File: config.mk
export PLATFORM = sky130hd
export DESIGN_NAME = fetch_stage_flat
export DESIGN_NICKNAME = d
export VERILOG_FILES = /design/src/rtl/fetch_stage_pkg.sv /design/src/rtl/fetch_stage_if.sv /design/src/rtl/fetch_buffer.sv /design/src/rtl/fetch_stage.sv /design/src/flat_wrapper.sv
export SDC_FILE = /design/constraint.sdc
export NUM_CORES = 1
export LEC_CHECK = 0
export ABC_AREA = 1
export BUFFER_PORTS_ARGS = -buffer_cell sky130_fd_sc_hd__buf_2
export CORE_MARGIN = 2
export CORE_UTILIZATION = 54
export CTS_BUF_LIST = sky130_fd_sc_hd__clkbuf_16
export DETAILED_ROUTE_END_ITERATION = 12
export PLACE_DENSITY = 0.81
export SLEW_MARGIN = 25
export SYNTH_ARGS = -nofsm -noshare
export SYNTH_HDL_FRONTEND = slang
export SYNTH_HIERARCHICAL = 1
export SYNTH_SLANG_ARGS = --single-unit
File: constraint.sdc
create_clock -name clk -period 10.4 [get_ports clk]
set_clock_uncertainty 0.15 [all_clocks]
set_input_delay 1.56 -clock clk [delete_from_list [all_inputs] [get_ports clk]]
set_output_delay 1.56 -clock clk [all_outputs]
set_load 0.01 [all_outputs]
File: src/rtl/fetch_stage_pkg.sv
// Shared widths and payload types for the instruction-fetch stage.
package fetch_stage_pkg;
   localparam int unsigned ADDR_W      = 32;
   localparam int unsigned WORD_W      = 32;
   localparam int unsigned FETCH_DEPTH = 2;
   localparam int unsigned CNT_W       = 2;

   typedef logic [ADDR_W-1:0] rom_addr_t;
   typedef logic [WORD_W-1:0] word_t;

   typedef struct packed {
      word_t     instr;
      rom_addr_t pc;
      rom_addr_t pc_plus4;
   } fetch_packet_t;
endpackage

File: src/rtl/fetch_stage_if.sv
// PC, instruction-ROM and decode-side handshake signals of the fetch stage.
interface fetch_stage_if;
   import fetch_stage_pkg::*;

   rom_addr_t pc;
   rom_addr_t pc_plus4;
   logic      pc_advance;
   rom_addr_t imem_addr;
   word_t     imem_data;
   logic      flush;
   logic      out_valid;
   logic      out_ready;
   word_t     out_instr;
   rom_addr_t out_pc;
   rom_addr_t out_pc_plus4;

   modport master (
      input  pc, pc_plus4, imem_data, flush, out_ready,
      output pc_advance, imem_addr, out_valid, out_instr, out_pc, out_pc_plus4
   );

   modport slave (
      output pc, pc_plus4, imem_data, flush, out_ready,
      input  pc_advance, imem_addr, out_valid, out_instr, out_pc, out_pc_plus4
   );
endinterface

File: src/rtl/fetch_buffer.sv
// Two-entry FIFO of fetch packets with synchronous clear; head reads as zero when empty.
module fetch_buffer
   import fetch_stage_pkg::*;
#(
   parameter int unsigned DEPTH = FETCH_DEPTH
) (
   input  logic             clk,
   input  logic             reset,
   input  logic             i_push,
   input  logic             i_pop,
   input  logic             i_clear,
   input  fetch_packet_t    i_data,
   output logic [CNT_W-1:0] o_count,
   output fetch_packet_t    o_head
);

   fetch_packet_t    r_mem [FETCH_DEPTH];
   logic             r_head;
   logic             r_tail;
   logic [CNT_W-1:0] r_count;

   always_ff @(posedge clk) begin
      if (reset || i_clear) begin
         r_head  <= 1'b0;
         r_tail  <= 1'b0;
         r_count <= '0;
      end else begin
         if (i_push) begin
            r_mem[r_tail] <= i_data;
            r_tail        <= ~r_tail;
         end
         if (i_pop) begin
            r_head <= ~r_head;
         end
         case ({i_push, i_pop})
            2'b10:   r_count <= r_count + CNT_W'(1);
            2'b01:   r_count <= r_count - CNT_W'(1);
            default: r_count <= r_count;
         endcase
      end
   end

   assign o_count = r_count;
   assign o_head  = (r_count != '0) ? r_mem[r_head] : '0;

   // The issue gating upstream must never let a capture land in a full queue.
   a_no_overflow: assert property (@(posedge clk) disable iff (reset || i_clear)
      !(i_push && !i_pop && (r_count == CNT_W'(DEPTH))));

endmodule

File: src/rtl/fetch_stage.sv
// Instruction fetch: one-deep ROM request register feeding a 2-entry result queue,
// with PC advance gated by queue occupancy and all work killed on flush.
module fetch_stage
   import fetch_stage_pkg::*;
#(
   parameter int unsigned DEPTH = FETCH_DEPTH
) (
   input  logic          clk,
   input  logic          reset,
   fetch_stage_if.master bus
);

   logic             r_req_valid;
   rom_addr_t        r_req_pc;
   rom_addr_t        r_req_pc4;

   logic [CNT_W-1:0] w_count;
   logic [CNT_W-1:0] w_occ;
   logic             w_pop;
   logic             w_issue;
   logic             w_push;
   fetch_packet_t    w_cap;
   fetch_packet_t    w_head;

   assign bus.out_valid = (w_count != '0);
   assign w_pop         = bus.out_valid & bus.out_ready;
   assign w_occ         = w_count + CNT_W'(r_req_valid);

   // Issue only when the in-flight request plus queue still leaves a slot at capture time.
   assign w_issue = !reset && !bus.flush &&
                    ((w_occ < CNT_W'(DEPTH)) || ((w_occ == CNT_W'(DEPTH)) && w_pop));

   assign bus.pc_advance = w_issue;
   assign bus.imem_addr  = bus.pc;

   assign w_push = r_req_valid & ~bus.flush;
   assign w_cap  = '{instr: bus.imem_data, pc: r_req_pc, pc_plus4: r_req_pc4};

   always_ff @(posedge clk) begin
      if (reset || bus.flush) begin
         r_req_valid <= 1'b0;
         r_req_pc    <= '0;
         r_req_pc4   <= '0;
      end else begin
         r_req_valid <= w_issue;
         if (w_issue) begin
            r_req_pc  <= bus.pc;
            r_req_pc4 <= bus.pc_plus4;
         end
      end
   end

   fetch_buffer #(.DEPTH(DEPTH)) u_buffer (
      .clk     (clk),
      .reset   (reset),
      .i_push  (w_push),
      .i_pop   (w_pop),
      .i_clear (bus.flush),
      .i_data  (w_cap),
      .o_count (w_count),
      .o_head  (w_head)
   );

   assign bus.out_instr    = w_head.instr;
   assign bus.out_pc       = w_head.pc;
   assign bus.out_pc_plus4 = w_head.pc_plus4;

endmodule
File: src/flat_wrapper.sv
// flat-port wrapper written by rule: the top's interface ports become plain ports
module fetch_stage_flat import fetch_stage_pkg::*;
#(
   parameter int unsigned DEPTH = FETCH_DEPTH
)
  (clk, reset, bus_pc, bus_pc_plus4, bus_imem_data, bus_flush, bus_out_ready, bus_pc_advance, bus_imem_addr, bus_out_valid, bus_out_instr, bus_out_pc, bus_out_pc_plus4);
  fetch_stage_if bus_i ();
  input  logic clk;
  input  logic reset;
  input wire logic [$bits(bus_i.pc)-1:0] bus_pc;
  input wire logic [$bits(bus_i.pc_plus4)-1:0] bus_pc_plus4;
  input wire logic [$bits(bus_i.imem_data)-1:0] bus_imem_data;
  input wire logic [$bits(bus_i.flush)-1:0] bus_flush;
  input wire logic [$bits(bus_i.out_ready)-1:0] bus_out_ready;
  output wire logic [$bits(bus_i.pc_advance)-1:0] bus_pc_advance;
  output wire logic [$bits(bus_i.imem_addr)-1:0] bus_imem_addr;
  output wire logic [$bits(bus_i.out_valid)-1:0] bus_out_valid;
  output wire logic [$bits(bus_i.out_instr)-1:0] bus_out_instr;
  output wire logic [$bits(bus_i.out_pc)-1:0] bus_out_pc;
  output wire logic [$bits(bus_i.out_pc_plus4)-1:0] bus_out_pc_plus4;
  assign bus_i.pc = bus_pc;
  assign bus_i.pc_plus4 = bus_pc_plus4;
  assign bus_i.imem_data = bus_imem_data;
  assign bus_i.flush = bus_flush;
  assign bus_i.out_ready = bus_out_ready;
  assign bus_pc_advance = bus_i.pc_advance;
  assign bus_imem_addr = bus_i.imem_addr;
  assign bus_out_valid = bus_i.out_valid;
  assign bus_out_instr = bus_i.out_instr;
  assign bus_out_pc = bus_i.out_pc;
  assign bus_out_pc_plus4 = bus_i.out_pc_plus4;
  fetch_stage #(.DEPTH(DEPTH)) u_core (.clk(clk), .reset(reset), .bus(bus_i));
endmodule
==> flow_summary.json, run 1 <==
{
  "rsz0062_at_grt": "false",
  "crit_arrival_ps": 3010,
  "area_growth_pct": 16.4,
  "p_leak_uw": 0.00554,
  "grt_use_total": 0.190,
  "max_stage_delay_ps": 700,
  "path_cells": "buf_6, inv_4, buf_4, nand2_1, a21oi_1, buf_2",
  "dieArea_um2": 21000,
  "ys_types": 26,
  "finalMaxSlewViolations": 0,
  "antenna_found_initial": 1,
  "start_util": 0.550,
  "total_power_uw": 2140,
  "tns_ps": 0,
  "setup_ws_ps": 5680,
  "ys_ff_latch": 262,
  "htree_levels": 1,
  "ys_seq_area_frac": 0.669,
  "first_iter_violations": 337,
  "clk_pin_slew_ps": 60,
  "dp.cells": 1417,
  "syn-cell-area_um2": 10700,
  "final_cell_count_no_fill": 1463,
  "synth.area.mux_share": 0,
  "cts_max_path_buffers": 3,
  "max_freq_mhz": 212,
  "post_drt_wl_per_cell_um": 14.2,
  "worst_slew_margin_rel": 0.326,
  "cts_tree": "built",
  "worstSetupPathType": "reg -> out",
  "status": "finished, final reports clean",
  "nNetsFinal": 1281,
  "yosysMostFrequentCell": "nand2_1",
  "postCtsSetupRepairBufs": 0,
  "cap_violations": 0,
  "yosysTopAreaCellShare": 0.538,
  "cts.sinks": 262,
  "io_buffer_count": 229,
  "cts_hold_buffers": 0,
  "drt_wl_total_mm": 20.8,
  "setup_viol": 0,
  "hpwlAfterDp_mm": 12.6,
  "fin_crit_ps": 4720,
  "synthTopCellsByCount": "286 x nand2_1, 192 x edfxtp_1, 138 x nor2_1",
  "synth_top_family_by_area": "simple AND/OR/NAND/NOR gates",
  "fillers": 1514,
  "grt_overflow": 0,
  "die_w_um": 145,
  "synth_edf_count": 192,
  "ir_drop_uv": 112,
  "gp_congestion": 0.786,
  "synth_xor_xnor_area_share": 0.000818,
  "cp_slowest_cell": "buf_4",
  "cts-root-buf": "clkbuf_16",
  "ys_top_cells_by_area": "edfxtp_1 54%, dfxtp_1 13%, nand2_1 10%",
  "first_pass_iters": 4,
  "min_period_over_period": 0.453,
  "cts.repair.resized": 0,
  "synthSimpleGateAreaFrac": 0.178,
  "cts-buffers-inserted": 25,
  "synth_area_leader_cell": "edfxtp_1",
  "rows": 51,
  "io_pins": 230,
  "die_h_um": 145,
  "netlist_instances": 997,
  "syn_avg_cell_area_um2": 10.7,
  "ys_warn_count": 6,
  "tightest_slew_ps": 1010,
  "vias": 7031,
  "grt_pass1_wl_mm": 31.4,
  "synth_top_flop_cell": "edfxtp_1",
  "async_flop_share": 0,
  "cp-end-kind": "primary output",
  "hp-class": "reg -> reg",
  "power.density_nw_per_um2": 172,
  "clock_latency_ps": 500,
  "hold_viol": 0,
  "drive_above_1_share": 0.304,
  "core_um2": 19500,
  "start_kind": "flip-flop",
  "grt_pass1_vias": 6697,
  "syn-num-nets": 1099,
  "vias_per_cell": 4.81,
  "hold_ws_ps": 301,
  "synthAdderAreaFrac": 0.00234,
  "ant_nets": 0,
  "grt_start_max_net_pins": 98,
  "cp_max_fo": 97,
  "crit_required_ps": 8690,
  "drcViolationCount": 0,
  "preCtsSetupSlack_ps": 5950,
  "synth_compound_gate_area_share": 0.0610
}
-- layout make-up --
type,instances,area [um2],share of cell area
tap,265,332,0.0266
antenna,1,2.50,0.000201
clock buffer,26,651,0.0522
clock inverter,19,186,0.0149
multi-input combinational,577,2630,0.211
sequential,262,7170,0.575
timing repair buffer,238,1220,0.0976
inverter,75,284,0.0228
-- power breakdown --
part / internal (uW) / switching [uW] / total (uW)
Combinational: 36.1 / 54.8 / 90.9
Clock: 550 / 357 / 907
Sequential: 1130 / 9.29 / 1140
-- worst paths after layout --
| check | from | endpoint | slack (ps) | depth (start not counted) |
|---|---|---|---|---|
| max | flip-flop | bus_out_pc_plus4[1] | 5680 | 6 |
| min | u_core/r_req_pc4[14] | u_core/u_buffer/r_mem[0][14] | 300 | 0 |
| max reg2reg | u_core/u_buffer/o_count[0] | u_core/r_req_pc[15] | 7720 | 8 |
| min reg2reg | u_core/r_req_pc4[14] | u_core/u_buffer/r_mem[0][14] | 300 | 0 |
-- critical path: cells and delay by family, from the launching register on --
family,cells,cell delay [ps]
compound gates,1,260
simple gates,1,100
buf+inv,4,1710
flops,1,330
-- cells by family (layout without fill, tap and decap cells) --
logic type               count (synthesis)  after routing
AO/OA/AOI/OAI                          100            100
XOR/XNOR                                 1              1
adder cells (fa/ha/maj)                  2              2
buffers and inverters                  158            358
flip-flops                             262            262
other                                    0              1
AND/OR/NAND/NOR                        474            474
-- registers in the layout, summed over array words and instances (netlist names), named ones only --
| signal | cells |
|---|---|
| u_core/u_buffer/r_tail | 1 |
| u_core/r_req_pc | 32 |
| u_core/u_buffer/o_count | 2 |
| u_core/r_req_valid | 1 |
| u_core/r_req_pc4 | 32 |
| u_core/u_buffer/r_head | 1 |
| u_core/u_buffer/r_mem | 192 |
-- routing by layer --
metal	part of all wire	GRT usage	vias to the layer above
li1	-	-	3538
met1	0.40	0.226	3244
met2	0.51	0.344	218
met3	0.068	0.0365	31
met4	0.020	0.0664	0
met5	0	0	-
-- through the flow --
stage / util / cell area (um2)
floorplan: - / 10700
global placement: 0.597 / 11600
detailed placement: 0.597 / 11600
CTS: 0.640 / 12500
global route: 0.641 / 12500
finish: 0.641 / 12500
-- cells in the final DEF (no fill, tap or decap), types with 26 or more instances in the layout --
| cell | instances |
|---|---|
| nor2_1 | 136 |
| a21oi_1 | 58 |
| dfxtp_1 | 69 |
| nand2_1 | 286 |
| a21oi_2 | 40 |
| edfxtp_1 | 192 |
| buf_2 | 229 |
| nand2_2 | 42 |
| clkbuf_16 | 26 |
| inv_1 | 76 |
(Power assumes the default switching activity.)
==> inputs of run 2 (changes only) <==
- ABC_AREA: 1 -> 0
- PLACE_DENSITY: 0.81 -> 0.82
- clock period: 10.4 -> 4.6 ns (I/O delays scaled with it)
==> run 2 against run 1 <==
Effect of this change: register-to-register slack worse by 5500 ps; design area down 2.0%; sequential power up 130%; critical path type unchanged; largest power group unchanged.
==> flow_summary.json, run 2 <==
{
  "die_w_um": 142,
  "ant_nets": 0,
  "crit_required_ps": 3760,
  "vias_per_cell": 5.12,
  "synthSimpleGateAreaFrac": 0.0921,
  "rsz0062_at_grt": "false",
  "worstSetupPathType": "reg -> out",
  "clk_pin_slew_ps": 60,
  "drt_wl_total_mm": 19.5,
  "drive_above_1_share": 0.295,
  "max_freq_mhz": 308,
  "cts_hold_buffers": 0,
  "synthTopCellsByCount": "192 x edfxtp_1, 160 x mux2i_1, 128 x nand2_1",
  "ys_top_cells_by_area": "edfxtp_1 56%, mux2i_1 16%, dfxtp_1 14%",
  "ir_drop_uv": 240,
  "first_pass_iters": 4,
  "synth_area_leader_cell": "edfxtp_1",
  "grt_pass1_wl_mm": 30.0,
  "ys_seq_area_frac": 0.694,
  "largest_reg_flops": 192,
  "cp-end-kind": "primary output",
  "rows": 50,
  "io_buffer_count": 229,
  "total_power_uw": 4800,
  "synth_top_family_by_area": "multiplexers",
  "vias": 6127,
  "power.density_nw_per_um2": 393,
  "gp_congestion": 0.743,
  "tightest_slew_ps": 1030,
  "first_iter_violations": 293,
  "grt_start_max_net_pins": 97,
  "met1_usage": 0.230,
  "synth_top_flop_cell": "edfxtp_1",
  "met3_usage": 0.0333,
  "status": "finished, final reports clean",
  "layout_commonest_cell": "buf_2",
  "hp-class": "in -> reg",
  "dieArea_um2": 20200,
  "multi_input_area_um2": 2670,
  "largest_register": "u_core/u_buffer/r_mem",
  "fin_crit_ps": 3240,
  "hold_ws_ps": 204,
  "start_util": 0.552,
  "ys_types": 26,
  "htree_levels": 1,
  "place_area_um2": 11400,
  "grt_pass1_vias": 6140,
  "cts_max_path_buffers": 3,
  "netlist_instances": 749,
  "tns_ps": 0,
  "gr-usage-met2": 0.337,
  "cp_max_fo": 52,
  "cts-root-buf": "clkbuf_16",
  "drcViolationCount": 0,
  "p_leak_uw": 0.00502,
  "async_flop_share": 0,
  "nNetsFinal": 1043,
  "final_cell_mix": "229 x buf_2, 192 x edfxtp_1, 160 x mux2i_1",
  "post_drt_wl_per_cell_um": 16.3,
  "postCtsSetupRepairBufs": 0,
  "min_period_over_period": 0.705,
  "ys_ff_latch": 262,
  "syn-num-nets": 851,
  "yosysMostFrequentCell": "edfxtp_1",
  "seqCellArea_um2": 7170,
  "die_h_um": 142,
  "clock_latency_ps": 520,
  "synthAdderAreaFrac": 0.00242,
  "hpwlAfterDp_mm": 11.8,
  "worst_slew_margin_rel": 0.311,
  "core_um2": 18700,
  "synth_compound_gate_area_share": 0.00242,
  "ys_warn_count": 6,
  "antenna_found_initial": 1,
  "fillers": 1385,
  "area_growth_pct": 18.3,
  "grt-busiest-layer": "met2",
  "grt_use_total": 0.188,
  "synth_edf_count": 192,
  "syn-cell-area_um2": 10300,
  "cts_tree": "built",
  "start_kind": "flip-flop",
  "syn_avg_cell_area_um2": 13.8,
  "reg_top3": "u_core/u_buffer/r_mem: 192 flops, u_core/r_req_pc4: 32 flops, u_core/r_req_pc: 32 flops",
  "finalMaxSlewViolations": 0,
  "synth_xor_xnor_area_share": 0.00339,
  "crit_arrival_ps": 2400,
  "cap_violations": 0,
  "cts.repair.resized": 0,
  "hold_viol": 0,
  "synth.area.mux_share": 0.155,
  "cts.sinks": 262,
  "yosysTopAreaCellShare": 0.558,
  "fin_area_um2": 12200,
  "cts-buffers-inserted": 27,
  "grt_overflow": 0,
  "setup_viol": 0,
  "io_pins": 230
}
-- run 2: critical path, stage by stage (launching register included) --
cell     delay, ps
dfxtp_4        860
buf_12         410
mux2i_1        300
nor2_1          60
buf_2          170
-- run 2: where the power goes --
part | total (uW) | internal, uW | leakage (uW) | switching [uW]
clock network | 2010 | 1160 | 0.000433 | 850
registers | 2590 | 2560 | 0.00232 | 22.2
logic | 204 | 87.8 | 0.00226 | 117
-- run 2: cell families (layout without fill, tap and decap cells) --
logic type | after synthesis | count (layout)
flops | 262 | 262
simple gates | 243 | 243
mux | 160 | 160
buf+inv | 75 | 288
xor+xnor | 4 | 4
compound gates | 3 | 3
fa+ha+maj | 2 | 2
other cells | 0 | 1
-- run 2: final cells by class --
cell class,instances,area share
antenna,1,0.000205
clock buffer,28,0.0574
clock inverter,22,0.0110
inverter,1,0.000307
multi-input combinational,412,0.219
sequential,262,0.587
tap,234,0.0240
timing repair buffer,237,0.101
-- run 2: worst paths after layout --
kind	startpoint	to	slack, ps	cells after the start
hold reg to reg	u_core/r_req_pc4[27]	u_core/u_buffer/r_mem[0][27]	290	0
setup / recovery	flip-flop	bus_out_pc_plus4[25]	1360	4
hold / removal	bus_imem_data[18]	u_core/u_buffer/r_mem[0][82]	200	1
setup reg to reg	u_core/u_buffer/o_count[0]	u_core/r_req_pc4[5]	2260	5
-- run 2: metrics by stage --
stage               setup WS (ps)  cells  utilization
floorplan                    37.9    749            -
global placement             1900   1146        0.608
detailed placement           1830   1146        0.608
CTS                          1310   1196        0.653
global route                 1230   1196        0.653
finish                       1360   1197        0.653
-- run 2: metal layers --
| metal | part of all wire | wire [um] | vias up |
|---|---|---|---|
| li1 | - | - | 2978 |
| met3 | 0.067 | 1310 | 40 |
| met2 | 0.50 | 9710 | 203 |
| met4 | 0.026 | 499 | 2 |
| met5 | 0.00067 | 13 | - |
| met1 | 0.41 | 7980 | 2904 |
==> inputs of run 3 (changes only) <==
- clock period: 4.6 -> 3.4 ns (I/O delays scaled with it)
==> run 3 against run 2 <==
Effect of this change: flip-flop and latch count unchanged; cell count unchanged; die area did not move; sequential power is 35% higher; total power grew 35%; worst setup slack got worse by 860 ps; first-iteration DRC count increased by 4.4%; non-clock buffer count rose by 3; worst hold slack lost 170 ps; routed wire length fell by 3.5%; count of clock-buffer cells in the layout decreased by 1; register-to-register slack worse by 1300 ps; critical path type unchanged; largest power group unchanged.
==> flow_summary.json, run 3 (same netlist as run 2, synthesis figures left out) <==
{
  "reg2reg_depth": 5,
  "setup_viol": 0,
  "crit_arrival_ps": 2250,
  "die_h_um": 142,
  "cts.sinks": 262,
  "hpwlAfterDp_mm": 11.5,
  "ir_drop_uv": 364,
  "total_power_uw": 6480,
  "clock_latency_ps": 510,
  "core_um2": 18700,
  "hp-class": "in -> reg",
  "p_leak_uw": 0.00503,
  "grt_start_max_net_pins": 97,
  "clk_pin_slew_ps": 60,
  "utilization": 0.654,
  "final_cell_count_no_fill": 1197,
  "postCtsSetupRepairBufs": 0,
  "post_drt_wl_per_cell_um": 15.7,
  "first_iter_violations": 306,
  "vias_per_cell": 5.06,
  "start_kind": "flip-flop",
  "power.density_nw_per_um2": 530,
  "min_period_over_period": 0.855,
  "drt_wl_total_mm": 18.8,
  "reg_top3": "u_core/u_buffer/r_mem: 192 flops, u_core/r_req_pc4: 32 flops, u_core/r_req_pc: 32 flops",
  "die_w_um": 142,
  "preCtsSetupSlack_ps": 1010,
  "critPathTopFamily": "flip-flops",
  "ant_nets": 0,
  "hold_ws_ps": 35.6,
  "cp_slowest_cell": "dfxtp_1",
  "final_cell_mix": "229 x buf_2, 192 x edfxtp_1, 160 x mux2i_1",
  "htree_levels": 1,
  "hold_viol": 0,
  "status": "finished, final reports clean",
  "area_growth_pct": 18.5,
  "gp_congestion": 0.740,
  "largest_reg_flops": 192,
  "max_stage_delay_ps": 490,
  "dp.cells": 1149,
  "tightest_slew_ps": 951,
  "grt_overflow": 0,
  "cts-root-buf": "clkbuf_16",
  "cts_tree": "built",
  "io_pins": 230,
  "start_util": 0.552,
  "cap_violations": 0,
  "drive_above_1_share": 0.296,
  "antenna_found_initial": 0,
  "vias": 6061,
  "worst_slew_margin_rel": 0.366,
  "holdPathStages": 1,
  "path_cells": "ha_1, nand2b_1, a22oi_2, buf_4, and2_1, buf_2",
  "grt_use_total": 0.182,
  "worstSetupPathDepth": 6,
  "io_buffer_count": 229,
  "cp-end-kind": "primary output",
  "n_antenna_cell": 0,
  "dieArea_um2": 20200,
  "largest_register": "u_core/u_buffer/r_mem",
  "nNetsFinal": 1045,
  "crit_required_ps": 2740,
  "cts-buffers-inserted": 26,
  "cts_max_path_buffers": 3,
  "setup_ws_ps": 493,
  "layout_commonest_cell": "buf_2",
  "first_pass_iters": 4,
  "max_freq_mhz": 344,
  "worstSetupPathType": "reg -> out",
  "grt_pass1_wl_mm": 29.3,
  "rows": 50,
  "grt_pass1_vias": 5894,
  "finalMaxSlewViolations": 0,
  "drcViolationCount": 0,
  "rsz0062_at_grt": "false",
  "fin_crit_ps": 2910,
  "cp_max_fo": 18,
  "cts_hold_buffers": 0,
  "cts.repair.resized": 0,
  "crit_buf_inv": 2
}
## run 3: final timing paths
path	to	start	slack (ps)
max	bus_pc_advance	u_core/u_buffer/o_count[0]	490
min	u_core/u_buffer/r_mem[0][76]	bus_imem_data[12]	40
max reg2reg	u_core/r_req_pc[25]	u_core/u_buffer/o_count[0]	990
min reg2reg	u_core/u_buffer/r_mem[1][21]	u_core/r_req_pc4[21]	300
## run 3: routing by layer
| metal | vias to the layer above | share of wire | wire length, um | track usage |
|---|---|---|---|---|
| met5 | - | 0 | 0 | 0 |
| met4 | 0 | 0.016 | 303 | 0.0437 |
| met3 | 22 | 0.066 | 1240 | 0.0299 |
| met2 | 191 | 0.49 | 9300 | 0.322 |
| met1 | 2879 | 0.42 | 7980 | 0.237 |
| li1 | 2969 | - | - | - |
## run 3: area by class of cell
type | count | area [um2]
fillers | 1350 | 6470
repair buffers | 240 | 1270
multi-input cells | 412 | 2680
flip-flops and latches | 262 | 7170
clock inverters | 21 | 146
well taps | 234 | 293
clock buffers | 27 | 676
inverters | 1 | 3.75
## run 3: power breakdown
group,internal (uW),total (uW),leakage [uW],switching (uW)
Sequential,3470,3500,0.00232,26.9
Clock,1580,2700,0.000426,1120
Combinational,120,279,0.00228,159
## run 3: per-stage QoR
stage / cell area [um2] / setup TNS (ps)
detailed placement: 11400 / 0
global placement: 11400 / 0
global route: 12200 / 0
CTS: 12200 / 0
floorplan: 10300 / -88100
finish: 12200 / 0
